File: config.mk
export PLATFORM = sky130hd
export DESIGN_NAME = rom_addr_sequencer
export DESIGN_NICKNAME = d
export VERILOG_FILES = /design/src/rtl/rom_seq_pkg.sv /design/src/rtl/seq_offset_counter.sv /design/src/rtl/rom_addr_sequencer.sv
export SDC_FILE = /design/constraint.sdc
export NUM_CORES = 1
export LEC_CHECK = 0
export CAP_MARGIN = 20
export CORE_MARGIN = 4
export CORE_UTILIZATION = 45
export DETAILED_ROUTE_END_ITERATION = 10
export HOLD_SLACK_MARGIN = 0.1
export PLACE_DENSITY = 0.83
export SLEW_MARGIN = 20
export SYNTH_ARGS = -nofsm -noshare
export SYNTH_HDL_FRONTEND = slang
export SYNTH_SLANG_ARGS = --single-unit
File: constraint.sdc
create_clock -name clk -period 4.81 [get_ports clk]
set_input_delay 1.2025 -clock clk [delete_from_list [all_inputs] [get_ports clk]]
set_output_delay 1.2025 -clock clk [all_outputs]
set_load 0.02 [all_outputs]
File: src/rtl/rom_seq_pkg.sv
// Shared definitions for the ROM address sequencer.
//   seq_state_t  : controller state encoding (2 bits)
//   AW_DEF       : default ROM address width
//   LCW_DEF      : default loop-counter width
//   ADDR_MAX     : widest address the helper adder supports
//   window_addr(): base + offset; callers truncate to their own width, which
//                  gives the modulo-2**AW wrap across the top of the ROM.
package rom_seq_pkg;

   typedef enum logic [1:0] {
      ST_IDLE  = 2'd0,
      ST_RUN   = 2'd1,
      ST_DRAIN = 2'd2,
      ST_DONE  = 2'd3
   } seq_state_t;

   localparam int AW_DEF   = 4;
   localparam int LCW_DEF  = 4;
   localparam int ADDR_MAX = 16;

   function automatic logic [ADDR_MAX-1:0] window_addr(
      input logic [ADDR_MAX-1:0] base,
      input logic [ADDR_MAX-1:0] offset
   );
      return base + offset;
   endfunction

endpackage

File: src/rtl/seq_offset_counter.sv
// Offset register for the scan window.
//   clk    : clock
//   rst    : synchronous active-high reset (offset -> 0)
//   clr    : load 0 (takes priority over en)
//   en     : increment by one
//   len    : window length minus one
//   offset : current offset
//   tc     : offset has reached len (last word of the window)
module seq_offset_counter
   import rom_seq_pkg::*;
#(
   parameter int AW = AW_DEF
) (
   input  logic          clk,
   input  logic          rst,
   input  logic          clr,
   input  logic          en,
   input  logic [AW-1:0] len,
   output logic [AW-1:0] offset,
   output logic          tc
);

   logic [AW-1:0] offset_reg;

   always_ff @(posedge clk) begin
      if (rst) begin
         offset_reg <= '0;
      end else if (clr) begin
         offset_reg <= '0;
      end else if (en) begin
         offset_reg <= offset_reg + AW'(1);
      end
   end

   assign offset = offset_reg;
   assign tc     = (offset_reg == len);

endmodule

File: src/rtl/rom_addr_sequencer.sv
// Sequences ROM addresses over a programmed window base..base+len, once or
// looping, pacing reads against a valid/ready consumer (1-cycle ROM latency,
// at most one word in flight).
//   clk, rst           : clock, synchronous active-high reset
//   cfg_load/base/len  : capture window (IDLE only)
//   loop_en            : wrap to base after the last word
//   start, abort       : begin scan (IDLE only) / return to IDLE from anywhere
//   rd_ready           : consumer accepts the word on the bus
//   rom_en, rom_addr   : ROM read strobe and address
//   rd_valid           : ROM data on bus is a valid, unconsumed word
//   busy, done         : not IDLE / one-cycle end-of-scan pulse
//   loop_cnt           : completed wraps, saturating, cleared on start
module rom_addr_sequencer
   import rom_seq_pkg::*;
#(
   parameter int AW  = AW_DEF,
   parameter int LCW = LCW_DEF
) (
   input  logic           clk,
   input  logic           rst,
   input  logic           cfg_load,
   input  logic [AW-1:0]  cfg_base,
   input  logic [AW-1:0]  cfg_len,
   input  logic           loop_en,
   input  logic           start,
   input  logic           abort,
   input  logic           rd_ready,
   output logic           rom_en,
   output logic [AW-1:0]  rom_addr,
   output logic           rd_valid,
   output logic           busy,
   output logic           done,
   output logic [LCW-1:0] loop_cnt
);

   seq_state_t     state_reg, state_next;
   logic [AW-1:0]  base_reg, len_reg, offset;
   logic [LCW-1:0] loop_cnt_reg;
   logic           rd_valid_reg;
   logic           rom_en_int, start_ok, tc;
   logic           advance, wrap, cfg_ok;

   always_comb begin
      state_next = state_reg;
      rom_en_int = 1'b0;
      start_ok   = 1'b0;
      case (state_reg)
         ST_IDLE: begin
            if (start) begin
               state_next = ST_RUN;
               start_ok   = 1'b1;
            end
         end
         ST_RUN: begin
            // Issue a read whenever the single output slot is free or
            // being emptied this cycle.
            rom_en_int = !rd_valid_reg || rd_ready;
            if (rom_en_int && tc && !loop_en) begin
               state_next = ST_DRAIN;
            end
         end
         ST_DRAIN: begin
            if (rd_valid_reg && rd_ready) begin
               state_next = ST_DONE;
            end
         end
         ST_DONE: begin
            state_next = ST_IDLE;
         end
         default: begin
            state_next = ST_IDLE;
         end
      endcase
      // abort overrides everything, including a same-cycle start.
      if (abort) begin
         state_next = ST_IDLE;
         start_ok   = 1'b0;
      end
   end

   // Offset/loop bookkeeping is frozen by abort so the aborted read leaves
   // no trace; a non-loop scan parks offset at len so rom_addr holds.
   assign advance = rom_en_int && !abort;
   assign wrap    = advance && tc && loop_en;
   assign cfg_ok  = cfg_load && (state_reg == ST_IDLE);

   seq_offset_counter #(
      .AW (AW)
   ) u_offset (
      .clk    (clk),
      .rst    (rst),
      .clr    (start_ok || wrap),
      .en     (advance && !tc),
      .len    (len_reg),
      .offset (offset),
      .tc     (tc)
   );

   always_ff @(posedge clk) begin
      if (rst) begin
         state_reg    <= ST_IDLE;
         base_reg     <= '0;
         len_reg      <= '0;
         rd_valid_reg <= 1'b0;
         loop_cnt_reg <= '0;
      end else begin
         state_reg <= state_next;
         if (cfg_ok) begin
            base_reg <= cfg_base;
            len_reg  <= cfg_len;
         end
         if (abort) begin
            rd_valid_reg <= 1'b0;
         end else begin
            rd_valid_reg <= rom_en_int || (rd_valid_reg && !rd_ready);
         end
         if (start_ok) begin
            loop_cnt_reg <= '0;
         end else if (wrap && (loop_cnt_reg != '1)) begin
            loop_cnt_reg <= loop_cnt_reg + LCW'(1);
         end
      end
   end

   assign rom_en   = rom_en_int;
   assign rom_addr = AW'(window_addr(ADDR_MAX'(base_reg), ADDR_MAX'(offset)));
   assign rd_valid = rd_valid_reg;
   assign busy     = (state_reg != ST_IDLE);
   assign done     = (state_reg == ST_DONE);
   assign loop_cnt = loop_cnt_reg;

endmodule
# [Word-level counts from Yosys, hierarchy flattened]
# Cells that the tools add are included.
[op_classes] n_addsub=3 eq_ne=8 mux=8 n_reduce_logical=24
[ops] cell="1-bit logical AND" n=10
[ops] cell="4-bit by 1-bit adder with 4-bit output, second input constant" n=2
[ops] cell="2-bit one-hot mux with 4 select lines" n=1
[ops] cell="2-bit 2-to-1 mux" n=3
[ops] cell="2-bit inequality test, second input constant" n=3
[ops] cell="2-bit OR reduction" n=3
[ops] cell="1-bit logical NOT" n=5
[ops] cell="4-bit adder" n=1
[ops] cell="2-bit equality test, second input constant" n=2
[ops] cell="4-bit equality test" n=1
[ops] cell="1-bit 2-to-1 mux" n=4
[ops] cell="4-bit inequality test, second input constant" n=1
[ops] cell="1-bit logical OR" n=3
[ops] cell="3-bit AND reduction" n=1
[ops] cell="2-bit by 1-bit equality test with 1-bit output, second input constant" n=1
[ops] cell="2-bit logical NOT" n=1
[ops] cell="2-bit nonzero test" n=1
[word_totals] ff_bits=19 inputBits=15 output_inout_bits=12 word_cells=49

# [Longest topological paths before layout]
# Gate-level depths: netlist (run 1).
[depth] ltp_word=8 ltp_mapped=7

# [Cells and area by module]
# From an unflattened synthesis (run 1), not the netlist that was laid out.
[hier_totals] cells_unflattened=124 area_unflattened_um2=1121.1
[modules_own_cells] mod="rom_addr_sequencer" instances=1 cells_per_inst=102 area_each_um2=902.1 seq_area_each_um2=300.3
[modules_own_cells] mod="seq_offset_counter" instances=1 cells_per_inst=22 area_each_um2=219.0 seq_area_each_um2=80.1

# [Worst setup path before layout (run 1)]
# Ideal clock, no wire load.
[synth_path] kind="input -> output" from="in rd_ready" to="out rom_en" arrival_time_ns=1.538 slack_ns=2.069 path_stages=2 n_path_buf=0 path_cell_list="nor2b_1 > nor2_1"
[synth_via] elab_chain_len=2
[synth_lines] item="start, declared" line_no="rom_addr_sequencer.sv:27" source="input logic rd_ready,"
[synth_lines] item="1-bit logical OR" line_no="rom_addr_sequencer.sv:57" source="rom_en_int = !rd_valid_reg || rd_ready;"
[synth_lines] item="1-bit 2-to-1 mux" line_no="rom_addr_sequencer.sv:47" source="case (state_reg)"
[synth_lines] item="end, declared" line_no="rom_addr_sequencer.sv:28" source="output logic rom_en,"
# No other way between the ends.

# [Worst setup path in the final report (run 1)]
# Same ends and word-level chain as after synthesis.

==> results.tsv, run 1 <==
metric	value	unit
switchingPower	105	uW
cts-htree-levels	1	
yosys-top-cells-area	dfxtp_1 (35%), ha_1 (10%), a21oi_1 (6.0%), nand2_1 (5.5%), nand3_1 (5.0%)	
fmax	0.269	GHz
post_drt_wl_per_cell	13.7	um
fillerInstances	221	
cts_hold_buffers	0	
viasPerCell	5.49	
cp_max_fo	4	
hold_class	flop to flop	
clk_pin_slew_worst_paths	0.10	ns
yosysWarnings	0	
path_cells	clkdlybuf4s50_1, nor2b_1, nor2_1, clkdlybuf4s50_1	
peakVddDrop	0.228	mV
drive_gt1_share	4.52	%
tns	0	ns
synth_edf_count	0	
start_util	48.4	%
ys_ff_latch	19	
relSlewSlack	69.6	%
critPathKind	primary input to output port	
p_int	234	uW
ys_types	34	
cts_buffer_depth	2	
ys_seq_area_share	34.8	%
cpMostUsedCell	clkdlybuf4s50_1	
clockPowerShare	25.7	%
postSynth.asyncResetShare	0	%
leakagePower	0.534	nW
die_w	57.3	um
dieArea	3280	um2
cts_sinks	19	
required	3.61	ns
syn-instance-count	130	
place.gp.congestion	0.782	
synth_fp_nets	155	
insertion_delay	0.32	ns
critPathMaxStageDelay	0.54	ns
synthFlopType	dfxtp_1	
seq_power_share	50.1	%
ant_nets	0	
synth_area_leader_cell	dfxtp_1	
crit_arrival	2.52	ns
period_needed	3.72	ns
diodes	0	
via_count	1005	
first_iter_violations	17	
wl	2500	um
track_usage	17.1	%
synth.most_common_cell	dfxtp_1	
holdWs	0.473	ns
dr.pass1.iters	4	
dp_hpwl	1970	um
clock_skew	0.0183	ns
setup_viol_count_final	0	
synth.avg_cell_area	8.40	um2
grt_pass1_wl	4440	um
fp.coreArea	2250	um2
tightestPinTransition	0.454	ns
ys_top_cells_by_count	dfxtp_1 (19), nand2_1 (16), a21oi_1 (13)	
p_sw_share	31.1	%
cts_buffers	3	
grt_pass1_vias	1005	
io_pins	27	
nNetsFinal	181	
synthesis.area	1090	um2
syn2layout_area_growth	27.3	%
post-cts-setup-buffers	0	
status	complete, no violations	
finalCritPeriodShare	77.3	%
hold_viol_final	0	
drv_cap	0	
fp.dieH	57.3	um
end_kind	output port	
gr-total-overflow	0	
cts_tree	built	
drcViolationCount	0	
cts_root_buffer	clkbuf_4	
rows	17	
grt_setup_unrepaired	no	
slew_viol_final	0	
grt_antenna_before_repair	0	
port_buffers	26	
ctsResizeCount	0	
synth_top_area_share	34.8	%
pwr-share-comb	24.2	%
worstSetupStartpointType	primary input	
crit_path_top_delay_cell	clkdlybuf4s50_1	
grt_max_degree	14	
p_per_area	244	nW/um2
-- critical path, delay by kind of cell --
kind,cells,cell delay (ns)
buffers and inverters,2,0.98
and+or+nand+nor,2,0.33
-- metrics by stage --
stage                     cell area, um2  worst slack, ns  cells  power [mW]  utilization (%)
after detailed placement            1360             1.11    179       0.256             60.3
after global placement              1360             1.16    179       0.253             60.3
final                               1390             1.09    183       0.339             61.7
after CTS                           1390             1.11    183       0.341             61.7
after global routing                1390             1.02    183       0.362             61.7
after floorplan                     1090             2.07    130       0.227                -
-- cell usage in the layout (no fill, tap or decap), drive strengths merged --
cell type and n:
clkinvlp 1, nand2b 1, a41oi 1, inv 9, nor2 3, a21o 2
a21boi 2, a21oi 13, nand4b 1, o21a 1, and4 1, or4 2
nor3 2, clkbuf 3, and3b 1, o21ai 4, nand2 16, nand4 3
nor4 4, o31a 1, o31ai 2, clkdlybuf4s50 26, dfxtp 19, mux2i 4
ha 9, nand3 11, nor2b 2, xnor2 6, fa 1, or3 3
xor2 1
-- power groups by stage --
stage          clock, mW  sequential, mW  combinational, mW
6_report          0.0871           0.170             0.0821
5_1_grt           0.0991           0.171             0.0917
4_1_cts           0.0892           0.170             0.0822
3_5_place_dp           0           0.174             0.0820
3_3_place_gp           0           0.173             0.0796
2_1_floorplan          0           0.173             0.0538
-- final timing paths --
| check | depth (start not counted) | to | from | slack (ns) |
|---|---|---|---|---|
| hold / removal | 2 | base_reg[0] | base_reg[0] | 0.47 |
| setup / recovery | 4 | rom_en | rd_ready | 1.09 |
| hold reg to reg | 2 | base_reg[0] | base_reg[0] | 0.47 |
| setup reg to reg | 6 | u_offset.offset[3] | state_reg[1] | 2.92 |
-- layer usage --
layer	GRT usage (%)	vias to the layer above	share of wire, %
met5	0	-	0
met4	7.62	0	2.9
met3	4.07	9	2.5
met2	28.9	15	50
met1	20.5	470	45
li1	-	511	-
-- cell families (layout without fill, tap and decap cells) --
kind of cell,count (synthesis),count (layout),synth area share [%]
flops,19,19,34.8
mux,4,4,3.67
compound gates,26,26,14.3
simple gates,50,50,23.8
buf+inv,14,39,5.61
fa+ha+maj,10,10,12.1
xor+xnor,7,7,5.61
-- layout make-up --
type | count | area [um2] | share of cell area (%)
multi-input combinational | 97 | 651 | 46.8
sequential | 19 | 380 | 27.4
timing repair buffer | 26 | 260 | 18.7
tap | 28 | 35.0 | 2.52
inverter | 9 | 33.8 | 2.43
clock buffer | 3 | 22.5 | 1.62
clock inverter | 1 | 7.51 | 0.540
Note: power is estimated with default switching activity, not from simulation.
==> run 2, diff against run 1 <==
==> constraint.sdc (replaced) <==
create_clock -name clk -period 3.8 [get_ports clk]
set_input_delay 0.95 -clock clk [delete_from_list [all_inputs] [get_ports clk]]
set_output_delay 0.95 -clock clk [all_outputs]
set_load 0.02 [all_outputs]
==> results.tsv, run 2 (synthesis gave the netlist of run 1 again) <==
metric	value	unit
status	complete, no violations	
p_per_area	307	nW/um2
wl	2570	um
final_area	1390	um2
fmax	0.314	GHz
final_common_cell	clkdlybuf4s50_1	
relSlewSlack	69.5	%
diodes	0	
cts_sinks	19	
r2r_cells	6	
port_buffers	26	
syn2layout_area_growth	26.9	%
slew_viol_final	0	
utilization	61.5	%
place_area	1360	um2
hold_end	base_reg[0]	
ant_nets	0	
grt_pass1_vias	1004	
end_kind	output port	
cts_buffers	3	
gr-total-overflow	0	
track_usage	16.3	%
cts_tree	built	
io_pins	27	
rows	17	
setup_viol_count_final	0	
hp-start	base_reg[0]	
pwr-share-comb	24.6	%
nNetsFinal	181	
required	2.85	ns
drcViolationCount	0	
clockPowerShare	24.8	%
via_count	1008	
seq_power_share	50.6	%
cts-htree-levels	1	
tns	0	ns
r2r-end	u_offset.offset[3]	
post-cts-setup-buffers	0	
cts_hold_buffers	0	
switchingPower	129	uW
start_util	48.4	%
worstSetupStartpointType	primary input	
fp.dieH	57.3	um
viasPerCell	5.51	
cp_max_fo	4	
cts_buffer_depth	2	
cts_root_buffer	clkbuf_4	
leakagePower	0.535	nW
grt_pass1_wl	4240	um
die_w	57.3	um
hold_class	flop to flop	
post_drt_wl_per_cell	14.0	um
hold_viol_final	0	
dp_hpwl	2040	um
grt_setup_unrepaired	no	
drv_cap	0	
timing.rr.start	state_reg[1]	
place.gp.congestion	0.806	
ctsResizeCount	0	
clock_skew	0.0124	ns
clk_pin_slew_worst_paths	0.10	ns
critPathKind	primary input to output port	
p_sw_share	30.2	%
r2r_slack	1.91	ns
hold_depth	2	
dr.pass1.iters	4	
drive_gt1_share	3.87	%
fillerInstances	209	
fp.coreArea	2250	um2
crit_arrival	2.24	ns
insertion_delay	0.30	ns
p_int	297	uW
layout_common_cells	clkdlybuf4s50_1 (26), dfxtp_1 (19), nand2_1 (16)	
peakVddDrop	0.189	mV
grt_max_degree	14	
tightestPinTransition	0.453	ns
first_iter_violations	22	
period_needed	3.19	ns
grt_antenna_before_repair	0	
finalCritPeriodShare	83.9	%
power.total	425	uW
dieArea	3280	um2
==> run 2: cell count changes in the layout (fill, tap and decap cells not counted) <==
cell	delta
clkbuf_1	+1
clkinvlp_4	-1
==> run 2: final cells by class <==
| cell class | count | area (um2) | share of cell area (%) |
|---|---|---|---|
| inverter | 9 | 33.8 | 2.44 |
| timing repair buffer | 26 | 260 | 18.8 |
| tap | 28 | 35.0 | 2.53 |
| sequential | 19 | 380 | 27.4 |
| multi-input combinational | 97 | 651 | 46.9 |
| clock buffer | 4 | 26.3 | 1.90 |
==> run 2: worst max-delay path, cell delays in order <==
cell and delay (ns):
clkdlybuf4s50_1 0.44, nor2b_1 0.24, nor2_1 0.06, clkdlybuf4s50_1 0.54
==> run 2: power groups by stage <==
stage                     Sequential (mW)  Combinational [mW]  Clock [mW]
after detailed placement            0.220               0.105           0
final                               0.215               0.105       0.106
after floorplan                     0.219              0.0681           0
after CTS                           0.215               0.105       0.108
after global routing                0.216               0.114       0.115
after global placement              0.219               0.101           0
==> run 2: how the worst max path moves through the flow <==
| stage | slack [ns] | from | endpoint |
|---|---|---|---|
| after detailed placement | 0.61 | rd_ready | rom_en |
| after global placement | 0.66 | rd_ready | rom_en |
| after floorplan | 1.47 | u_offset.offset[0] | rom_addr[2] |
| after CTS | 0.61 | rd_ready | rom_en |
| after global routing | 0.53 | u_offset.offset[0] | rom_addr[2] |
| final | 0.61 | rd_ready | rom_en |
==> run 2: per-layer routing <==
| layer | up-vias | GRT usage, % | part of all wire [%] |
|---|---|---|---|
| li1 | 511 | - | - |
| met2 | 35 | 29.7 | 53 |
| met1 | 460 | 18.6 | 41 |
| met3 | 2 | 2.71 | 5.1 |
| met4 | 0 | 6.62 | 0.47 |
| met5 | - | 0 | 0 |
==> run 2: per-stage QoR <==
| step | hold WS [ns] | instances | setup WS (ns) |
|---|---|---|---|
| finish | 0.471 | 183 | 0.613 |
| global route | 0.511 | 183 | 0.527 |
| CTS | 0.474 | 183 | 0.613 |
| global placement | 0.450 | 179 | 0.656 |
| floorplan | 0.440 | 130 | 1.47 |
| detailed placement | 0.457 | 179 | 0.613 |
